===== src/rtl/apb_fifo_writer.sv =====
// APB slave that pushes DATA writes into a FIFO, stalling on full
// with a bounded wait, plus STATUS/CTRL registers.
module apb_fifo_writer #(
  parameter int WAIT_MAX = 16
) (
  input  logic        clk,
  input  logic        rst,
  input  logic        psel,
  input  logic        penable,
  input  logic        pwrite,
  input  logic [3:0]  paddr,
  input  logic [31:0] pwdata,
  output logic [31:0] prdata,
  output logic        pready,
  output logic        pslverr,
  input  logic        full,
  output logic        write,
  output logic [31:0] data_write
);

  typedef enum logic [1:0] {
    IDLE,
    WAIT_FULL,
    PUSH,
    RESP
  } state_t;

  localparam logic [4:0] LAST = 5'(WAIT_MAX - 1);

  state_t      state;
  state_t      next;
  logic [4:0]  wait_cnt;
  logic [31:0] data_q;
  logic        enable;
  logic        ovf;
  logic [7:0]  push_count;

  logic        access;
  logic [1:0]  sel;
  logic        data_wr;
  logic        bad;
  logic        rd_ok;
  logic        ctrl_wr;
  logic        clear;
  logic        timeout;
  logic        err_next;
  logic [31:0] rd_val;
  logic [31:0] status_word;
  logic [31:0] push_data;
  logic        unused;

  assign unused = ^paddr[1:0];

  assign access  = (state == IDLE) && psel && penable;
  assign sel     = paddr[3:2];
  assign data_wr = access && (sel == 2'd0) && pwrite && enable;
  assign rd_ok   = access && !pwrite
                && ((sel == 2'd1) || (sel == 2'd2));
  assign ctrl_wr = access && pwrite && (sel == 2'd2);
  assign clear   = ctrl_wr && pwdata[1];
  assign timeout = (state == WAIT_FULL) && full
                && (wait_cnt == LAST);

  // Disabled DATA writes fall into the error bucket too.
  assign bad = access && (
                 ((sel == 2'd0) && !pwrite)
              || ((sel == 2'd0) && pwrite && !enable)
              || ((sel == 2'd1) && pwrite)
              ||  (sel == 2'd3));

  assign status_word = {16'd0, push_count, 6'd0, ovf, full};
  assign push_data   = (state == IDLE) ? pwdata : data_q;

  always_comb begin
    next     = state;
    err_next = 1'b0;
    rd_val   = '0;
    unique case (state)
      IDLE: begin
        if (data_wr) begin
          next = full ? WAIT_FULL : PUSH;
        end else if (access) begin
          next     = RESP;
          err_next = bad;
          if (rd_ok) begin
            rd_val = (sel == 2'd1) ? status_word
                                   : {31'd0, enable};
          end
        end
      end
      WAIT_FULL: begin
        if (!full) begin
          next = PUSH;
        end else if (wait_cnt == LAST) begin
          next     = RESP;
          err_next = 1'b1;
        end
      end
      PUSH: next = IDLE;
      RESP: next = IDLE;
      default: next = IDLE;
    endcase
  end

  always_ff @(posedge clk) begin
    if (rst) begin
      state      <= IDLE;
      write      <= 1'b0;
      data_write <= '0;
      pready     <= 1'b0;
      pslverr    <= 1'b0;
      prdata     <= '0;
      enable     <= 1'b1;
      ovf        <= 1'b0;
      push_count <= '0;
      wait_cnt   <= '0;
      data_q     <= '0;
    end else begin
      state      <= next;
      write      <= (next == PUSH);
      data_write <= (next == PUSH) ? push_data : '0;
      pready     <= (next == PUSH) || (next == RESP);
      pslverr    <= err_next;
      prdata     <= rd_val;
      if (access) begin
        data_q <= pwdata;
      end
      // The decode cycle already saw full=1, so it counts as the first.
      if (state == IDLE && next == WAIT_FULL) begin
        wait_cnt <= 5'd1;
      end else if (state == WAIT_FULL && next == WAIT_FULL) begin
        wait_cnt <= wait_cnt + 5'd1;
      end else begin
        wait_cnt <= '0;
      end
      if (ctrl_wr) begin
        enable <= pwdata[0];
      end
      if (clear) begin
        ovf <= 1'b0;
      end else if (timeout) begin
        ovf <= 1'b1;
      end
      if (clear) begin
        push_count <= '0;
      end else if (write) begin
        push_count <= push_count + 8'd1;
      end
    end
  end

endmodule


===== config.mk =====
export PLATFORM = sky130hd
export DESIGN_NAME = apb_fifo_writer
export DESIGN_NICKNAME = d
export VERILOG_FILES = /design/src/rtl/apb_fifo_writer.sv
export SDC_FILE = /design/constraint.sdc
export NUM_CORES = 1
export LEC_CHECK = 0
export CAP_MARGIN = 0
export CORE_UTILIZATION = 30
export CTS_BUF_LIST = sky130_fd_sc_hd__clkbuf_8 sky130_fd_sc_hd__clkbuf_16
export DETAILED_ROUTE_END_ITERATION = 7
export GPL_ROUTABILITY_DRIVEN = 0
export SYNTH_ARGS = -nofsm -noshare
export SYNTH_HDL_FRONTEND = slang
export SYNTH_SLANG_ARGS = --single-unit

===== constraint.sdc =====
create_clock -name clk -period 1.85 [get_ports clk]
set_input_delay 0.4625 -clock clk [delete_from_list [all_inputs] [get_ports clk]]
set_output_delay 0.4625 -clock clk [all_outputs]
set_load 0.01 [all_outputs]

Word-level counts from Yosys, hierarchy flattened
Index checks and enable logic that the tools add are counted.
Widths: inputs -> output; s select.

storage, ports and cells
  flip-flop bits (word level) = 116
  latch bits = 0
  bits in writable memories = 0
  ROM bits = 0
  bits of input ports = 42
  output and inout bits = 67
  word-level logic and storage cells = 80
  memories = 0

operators by class
  add/subtract/negate cells = 2
  multipliers = 0
  div/mod/pow operators = 0
  $lt $le $gt $ge = 0
  eq/ne operators = 10
  shift-type cells = 0
  mux-type cells = 15
  bitwise gates (word level) = 6
  reductions and logical operators = 34

operators by type and width
  kind                 count
  $mux 32              1
  $logic_and 1x1->1    19
  $eq 2x2->1 const B   6
  $mux 2               5
  $add 8x1->8 const B  1
  $mux 1               7
  $eq 2x1->1 const B   3
  $not 1->1            6
  $pmux 2 s3           1
  $reduce_or 2->1      3
  $reduce_or 6->1      1
  $add 5x1->5 const B  1
  $eq 5x4->1 const B   1
  $logic_or 1x1->1     5
  $reduce_or 5->1      1
  $logic_not 2->1      2
  $reduce_or 3->1      1
  $logic_not 1->1      2
  $pmux 1 s2           1

Longest topological paths before layout
Gate-level depths: netlist (run 1).

  depth after elaboration = 12
  mapped depth = 6
  depth with buffers taken out = 6

Least setup slack after synthesis (run 1)
No wires, ideal clock.

  kind = input to register
  start point = input paddr[2]
  end point = register prdata[10]
  library setup time = 0.115 ns
  arrival = 1.337 ns
  required time = 1.735 ns
  path slack = 0.398 ns
  stages = 6
  path buffers = 1
  cells stage by stage = inv_1 > ha_1 > nor3b_1 > and3_1 > buf_2 > and2_1

between the ends
  cells in the longest elaborated chain, start to end = 5
  elaborated cells between the ends (all ways) = 11
  those cells by class = eq/ne (2); bitwise (2); reduce/logical (7)

RTL lines
  element                                                          line    text
  from (decl)                                                      11      input logic [3:0] paddr,
  $eq 2x1->1 (tied with other cells)                               58, 86
  $logic_or 1x1->1 / $logic_and 1x1->1 (equally long branches)     58, 56
  $logic_and 1x1->1 (on tied branches)                             58, 56
  $not 1->1 (no line) / $logic_and 1x1->1 (equally long branches)  -
  $reduce_or 6->1 (no line) *                                      -
  to (signal assigned)                                             124     prdata <= rd_val;
  to (decl)                                                        13      output logic [31:0] prdata,

Mark *: on every way between the ends. The rest lies on a longest branch, timed or not.
A chain may end at the register's enable or synchronous reset.

Worst setup path in the final report (run 1)
  start point = register pready
  end point = output pready

RTL lines
  element                 line  text
  from (decl)             14    output logic pready,
  from (signal assigned)  122   pready <= (next == PUSH) || (next == RESP);

No word-level cell between the ends.

==> results of run 1 <==
-- kinds of logic after synthesis --
group / after synthesis / synth area share (%)
flops: 93 / 48.9
fa+ha+maj: 7 / 2.30
xor+xnor: 6 / 1.38
other cells: 1 / 0.0985
mux: 34 / 8.94
simple gates: 148 / 22.1
compound gates: 49 / 7.50
buf+inv: 51 / 8.78
-- per-stage QoR --
| step | cells | setup TNS [ns] | utilization (%) |
|---|---|---|---|
| after floorplan | 410 | 0 | - |
| after global placement | 640 | -5.88 | 40.0 |
| after detailed placement | 640 | -6.55 | 40.0 |
| after CTS | 656 | 0 | 42.5 |
| after global routing | 656 | 0 | 42.5 |
| final | 656 | 0 | 42.5 |
-- cell type report --
type                       instances  area (um2)
fill                            1257        7020
multi-input combinational        266        1700
clock inverter                     7        82.6
clock buffer                       9         225
inverter                           4        15.0
timing repair buffer             109        1100
sequential                        93        1860
tap                              168         210
-- power groups by stage --
stage / Sequential (mW) / Combinational, mW / Clock [mW]
3_3_place_gp: 2.13 / 0.584 / 0
3_5_place_dp: 2.13 / 0.593 / 0
6_report: 2.09 / 0.587 / 1.90
2_1_floorplan: 2.13 / 0.378 / 0
4_1_cts: 2.09 / 0.596 / 1.97
5_1_grt: 2.09 / 0.642 / 2.07
-- flip-flops by register name, summed over array words and instances, names as in the netlist --
| register | cells |
|---|---|
| data_q | 32 |
| data_write | 32 |
| prdata | 10 |
| push_count | 8 |
| wait_cnt | 5 |
| enable | 1 |
| ovf | 1 |
| pready | 1 |
| pslverr | 1 |
| state | 1 |
| write | 1 |
-- routing by layer --
metal / GRT usage (%) / vias to the layer above / wire (um)
met4: 7.79 / 0 / 191
li1: - / 1449 / -
met2: 21.1 / 87 / 3830
met5: 0 / - / 0
met1: 16.0 / 1294 / 3570
met3: 2.86 / 14 / 392
-- synth_stat cells, types with 2 or more instances --
master and n:
inv_1 4, nor3_2 29, nor3_1 4, buf_6 5
a21oi_1 37, buf_2 12, and3_1 2, or3_1 3
buf_4 24, o21ai_0 5, mux2i_1 34, nor2_1 14
xnor2_1 2, xor2_1 4, nand4_1 5, ha_1 7
clkbuf_1 5, and2_1 9, nand3_1 3, nand2_1 70
dfxtp_1 93
-- worst paths after layout --
check	endpoint	cells after the start	start
worst max register to register	pslverr$_SDFF_PP0_	6	wait_cnt[0]$_SDFF_PP0_
worst min register to register	data_q[3]$_SDFFE_PP0N_	2	data_q[3]$_SDFFE_PP0N_
worst max-delay path	pready	1	pready$_SDFF_PP0_
worst min-delay path	data_q[3]$_SDFFE_PP0N_	2	data_q[3]$_SDFFE_PP0N_
-- timing repair --
| action | 4_1_cts | 5_1_grt |
|---|---|---|
| endpoints found under the setup margin | 1 | 0 |
| buffers inserted | 0 | 0 |
| gates resized for setup | 1 | 0 |
-- layout by cell type (no fill, tap or decap), types with 14 or more instances in the layout --
cell type	n
a21oi_1	37
nand2_1	70
dfxtp_1	92
mux2i_1	34
nor2_1	14
conb_1	22
nor3_2	29
buf_4	19
clkdlybuf4s50_1	83
==> run metrics, run 1 <==
worst slack at placement=-0.213 ns; data required time at the worst endpoint=1.39 ns; Avg Vias per Cell=4.34; Layout area overhead=36.5%; placed inst area=4880 um2; design area=5190 um2; cell row count=40; EDFF count, synth=0; Period Utilization, post-route=96.3%; 1st-iter DRT viols=120; Max Clk Rate=0.561 GHz; max-slew violations=0; Syn Area/Cell=9.78 um2; Int Pwr=3.51 mW; ys flop type=dfxtp_1; clock power share=41.5%; reported net switching power=1.07 mW; Max Cap Violations=0; switching share of power=23.3%; GR Overflow Total=0; Post-Route Hold Slack=0.453 ns; Max clock buf depth=2; count of final setup violators=0; R2R Setup Slk=0.35 ns; Synth top area share=48.9%; Die Ht=115 um; Syn Std Cell Area=3810 um2; Logic pwr share=12.8%; Synth area leaders=dfxtp_1 (49%), mux2i_1 (8.9%), nor3_2 (7.6%), nand2_1 (6.9%), a21oi_1 (4.9%); cts bufs inserted=9; yosys warns=0; Pleak=2.04 nW; VDD IR max=0.000493 V; Sink Count=93; I/O pin total=109; unrepaired setup endpoints after global routing=false; Clock transition at path regs=0.06 ns; Worst Setup End Kind=output pin; Routed wire per std cell=12.2 um; CP max stage delay=0.58 ns; CP max stage cell=clkdlybuf4s50_1; setup ws final=0.0688 ns; I/O Buffers=84; GR Util All Layers=13.1%; post-synth cell types=39; Final Total Pwr=4.57 mW; Final #Nets=532; Clock Skew=0.00631 ns; cts hold-fix bufs=0; Sequential Power Share=45.6%; root buf cell=clkbuf_16; post-layout minimum cycle time=1.78 ns; endpoints failing hold=0; Final HPWL DP=5610 um; post-route ant nets=0; largest net degree at the start of global routing=39; TritonRoute pass-1 iters=4; vias in the first global route=2736; first-pass GRT wire length=13200 um; Setup CP Type=register to output pin; CP arrival=1.32 ns; status=finished clean; DRC Markers=0; antenna violations before repair=0; leading area contributor after synthesis=dfxtp_1; Async S/R FF share, synth=0%; Core Area=12200 um2; pwr dens=881 nW/um2; synthesized instance count=389; HP Class=register to register; CP max FO=8; Initial Util=31.2%; Routed WL=7980 um; Seq cells post-synth=93; Critical Path Source Type=register; worst path bufs/invs=1; sequential cell area fraction in the yosys report=48.9%; Die ar.=13100 um2; clk_lat worst skew=0.34 ns; worst-path cell chain=clkdlybuf4s50_1; Die X=115 um; layout cells sized above 1=15.4%; diodes inserted=0; H-Tree Depth=3; crit-path leading delay family=buffers and inverters; CTS tree=built; DR vias=2844
Note: power is estimated with default switching activity, not from simulation.
==> run 2, diff against run 1 <==
--- a/config.mk
+++ b/config.mk
@@ -8,6 +8,7 @@
 export CAP_MARGIN = 0
 export CORE_UTILIZATION = 30
 export CTS_BUF_LIST = sky130_fd_sc_hd__clkbuf_8 sky130_fd_sc_hd__clkbuf_16
+export CTS_CLUSTER_DIAMETER = 60
 export DETAILED_ROUTE_END_ITERATION = 7
 export GPL_ROUTABILITY_DRIVEN = 0
 export SYNTH_ARGS = -nofsm -noshare
==> results of run 2 <==
No change in the layout: final DEF, timing and power equal those of run 1.
==> variant: new RTL, settings of run 2 <==
Remove the register `pslverr`: a continuous assignment takes its place, so the output `pslverr` follows one clock earlier.
--- a/src/rtl/apb_fifo_writer.sv
+++ b/src/rtl/apb_fifo_writer.sv
@@ -110,3 +110,2 @@
       pready     <= 1'b0;
-      pslverr    <= 1'b0;
       prdata     <= '0;
@@ -122,3 +121,2 @@
       pready     <= (next == PUSH) || (next == RESP);
-      pslverr    <= err_next;
       prdata     <= rd_val;
@@ -151,2 +149,4 @@
 
+  assign pslverr = err_next;
+
 endmodule
Function: changed (a bounded check fails within 4 cycles, from zero or initial values and one cycle with rst high).
==> variant against run 2 <==
- the run now ends with negative setup slack left
- synthesized area shrank 1.2%
- final cell count increased by 1.5%
- routed wire length is 5.0% higher
- total power about the same
- highest routed layer unchanged
- cell area grew 1.9%
- clock skew rose by 0.00082 ns
- setup slack got worse by 0.12 ns
- die area down 1.2%
- sequential cell count shrank 1
==> variant: results (changes against run 2) <==
Place
  • Inst Count DP: 649 (+1.4%)
  • Dpl hpwl: 5.96 mm (+6.2%)
  • Port bufs: 84 (unchanged)

Power
  • Leakage power: 2.07 nW (+1.4%)
  • Switching pwr: 1.09 mW (+1.8%)
  • VDD IR max: 0.000418 V (-15%)

Outcome
  • Failing checks: negative setup slack
  • Run status: finished, violations left

Routing
  • Starting DRC count in detailed routing: 79 (-34%)
  • WL/cell: 12.6 um (+3.4%)
  • First-pass DRT Iterations: 5 (+1)
  • Vias per inst: 4.34 (about the same)

Final layout
  • Final std cells w/o fill: 666 (+1.5%)
  • Share of cells above drive strength 1: 0.199 (+0.0451)
  • Regs by FF count: data_q (32), data_write (32), prdata (10)
  • # nets final: 543 (+2.1%)
  • Diodes inserted: 0 (unchanged)
  • End-of-flow core utilization: 0.437 (+0.0115)

Critical path
  • Worst Setup EP: pslverr
  • Worst Setup SP: wait_cnt[0]
  • CP delay by family, top: flip-flops
  • FF-to-FF setup slack: 0.09 ns (-0.26 ns)
  • Reg2reg path depth: 4 (-2)
  • Slowest cell on crit path: dfxtp_2
  • Crit path max fanout: 2 (-6)
  • Slowest stage delay, CP: 0.35 ns (-0.23 ns)
  • Worst R2R End: push_count[3]
  • FF-to-FF Start: pready
  • Arrival time worst endpoint: 1.44 ns (+0.12 ns)

STA
  • Crit path setup slack, layout: -0.0557 ns (-0.124 ns)
  • Worst Skew: 0.00712 ns (+0.000815 ns)
  • Endpoints failing setup: 1 (+1)
  • Worst hold slack: 0.452 ns (-0.000440 ns)

Clock tree
  • TritonCTS Buffers: 9 (unchanged)
  • Clk slew on worst S/H paths: 0.06 ns (about the same)
  • Max clock buf depth: 2 (unchanged)
  • Clk Tree Root Cell: clkbuf_16
  • Htree depth: 3 (unchanged)
  • Clock Latency Late Sink: 0.34 ns (about the same)

Global route
  • First-pass GRT wire length: 13.5 mm (+2.5%)
  • Pin count of the biggest net entering global routing: 38 (-2.6%)
  • GRT Resource Usage Total: 0.138 (+0.00686)
  • Vias in the first global route: 2877 (+5.2%)
  • Initial antenna violation count: 0 (unchanged)

Min path
  • Worst hold-check path type: register to register
  • Hold Startpoint: data_q[16]
  • End of the worst hold path: data_q[16]
  • Hold Crit Depth: 2 (unchanged)

Synth
  • Post-synthesis cell type count: 37 (-5.1%)
  • Asr flop ratio synth: 0 (unchanged)
  • Post-Syn Area per Cell: 9.66 sq um (-1.2%)
  • Ys flop type: dfxtp_1
  • Yosys warning count: 0 (unchanged)
  • Sequential share of the synthesized area: 0.490 (+0.000861)
  • Largest cells by area after synthesis: dfxtp_1, mux2i_1, nor3_2
  • Commonest cells in the synthesized netlist: dfxtp_1, nand2_1, a21oi_1
variant: tightest hold or removal path: stages (launching register included):
cell and delay [ns]:
dfxtp_1 0.30, nand2_1 0.05, a21oi_1 0.05
variant: power by group through the flow:
| stage | Sequential (mW) | Combinational, mW | Clock (mW) |
|---|---|---|---|
| floorplan | 2.11 | 0.372 | 0 |
| global placement | 2.10 | 0.596 | 0 |
| detailed placement | 2.11 | 0.605 | 0 |
| CTS | 2.06 | 0.609 | 1.97 |
| global route | 2.07 | 0.655 | 2.09 |
| finish | 2.06 | 0.603 | 1.91 |
variant: metal layers:
metal  vias to the layer above  part of all wire  track usage
met1                      1324              0.45        0.158
met3                        17             0.038       0.0287
met2                        78              0.48        0.232
met5                         -                 0            0
met4                         0             0.029       0.0926
li1                       1470                 -            -
variant: stage by stage:
step           TNS, ns  instance area, sq um  setup slack [ns]
6_report       -0.0557                  5290           -0.0557
5_1_grt         -0.376                  5290            -0.106
4_1_cts        -0.0842                  5270           -0.0842
3_5_place_dp    -24.98                  4910            -0.812
3_3_place_gp    -22.85                  4910            -0.829
2_1_floorplan        0                  3840            0.0384
variant: cell families (layout without fill, tap and decap cells):
family	count (synthesis)	in the layout	synth area share
and+or+nand+nor	148	148	0.222
DFF	92	92	0.490
buffers and inverters	52	140	0.0879
AOI/OAI and AO/OA	49	49	0.0716
muxes	34	34	0.0905
adders and majority gates	7	7	0.0233
xor gates and xnor gates	6	6	0.0140
other	1	22	0.000998
variant: layout make-up:
cell class              count  area (sq um)
repair buffers            120          1160
fillers                  1205          6820
multi-input cells         266          1750
clock buffers               9           225
inverters                   5          18.8
well taps                 168           210
clock inverters             6          81.3
flip-flops and latches     92          1850
variant: timing repair:
action                     CTS  global route
buffers inserted             1             1
gates resized for setup     24             3
setup endpoints to repair   20            19
pin swaps                    8             2
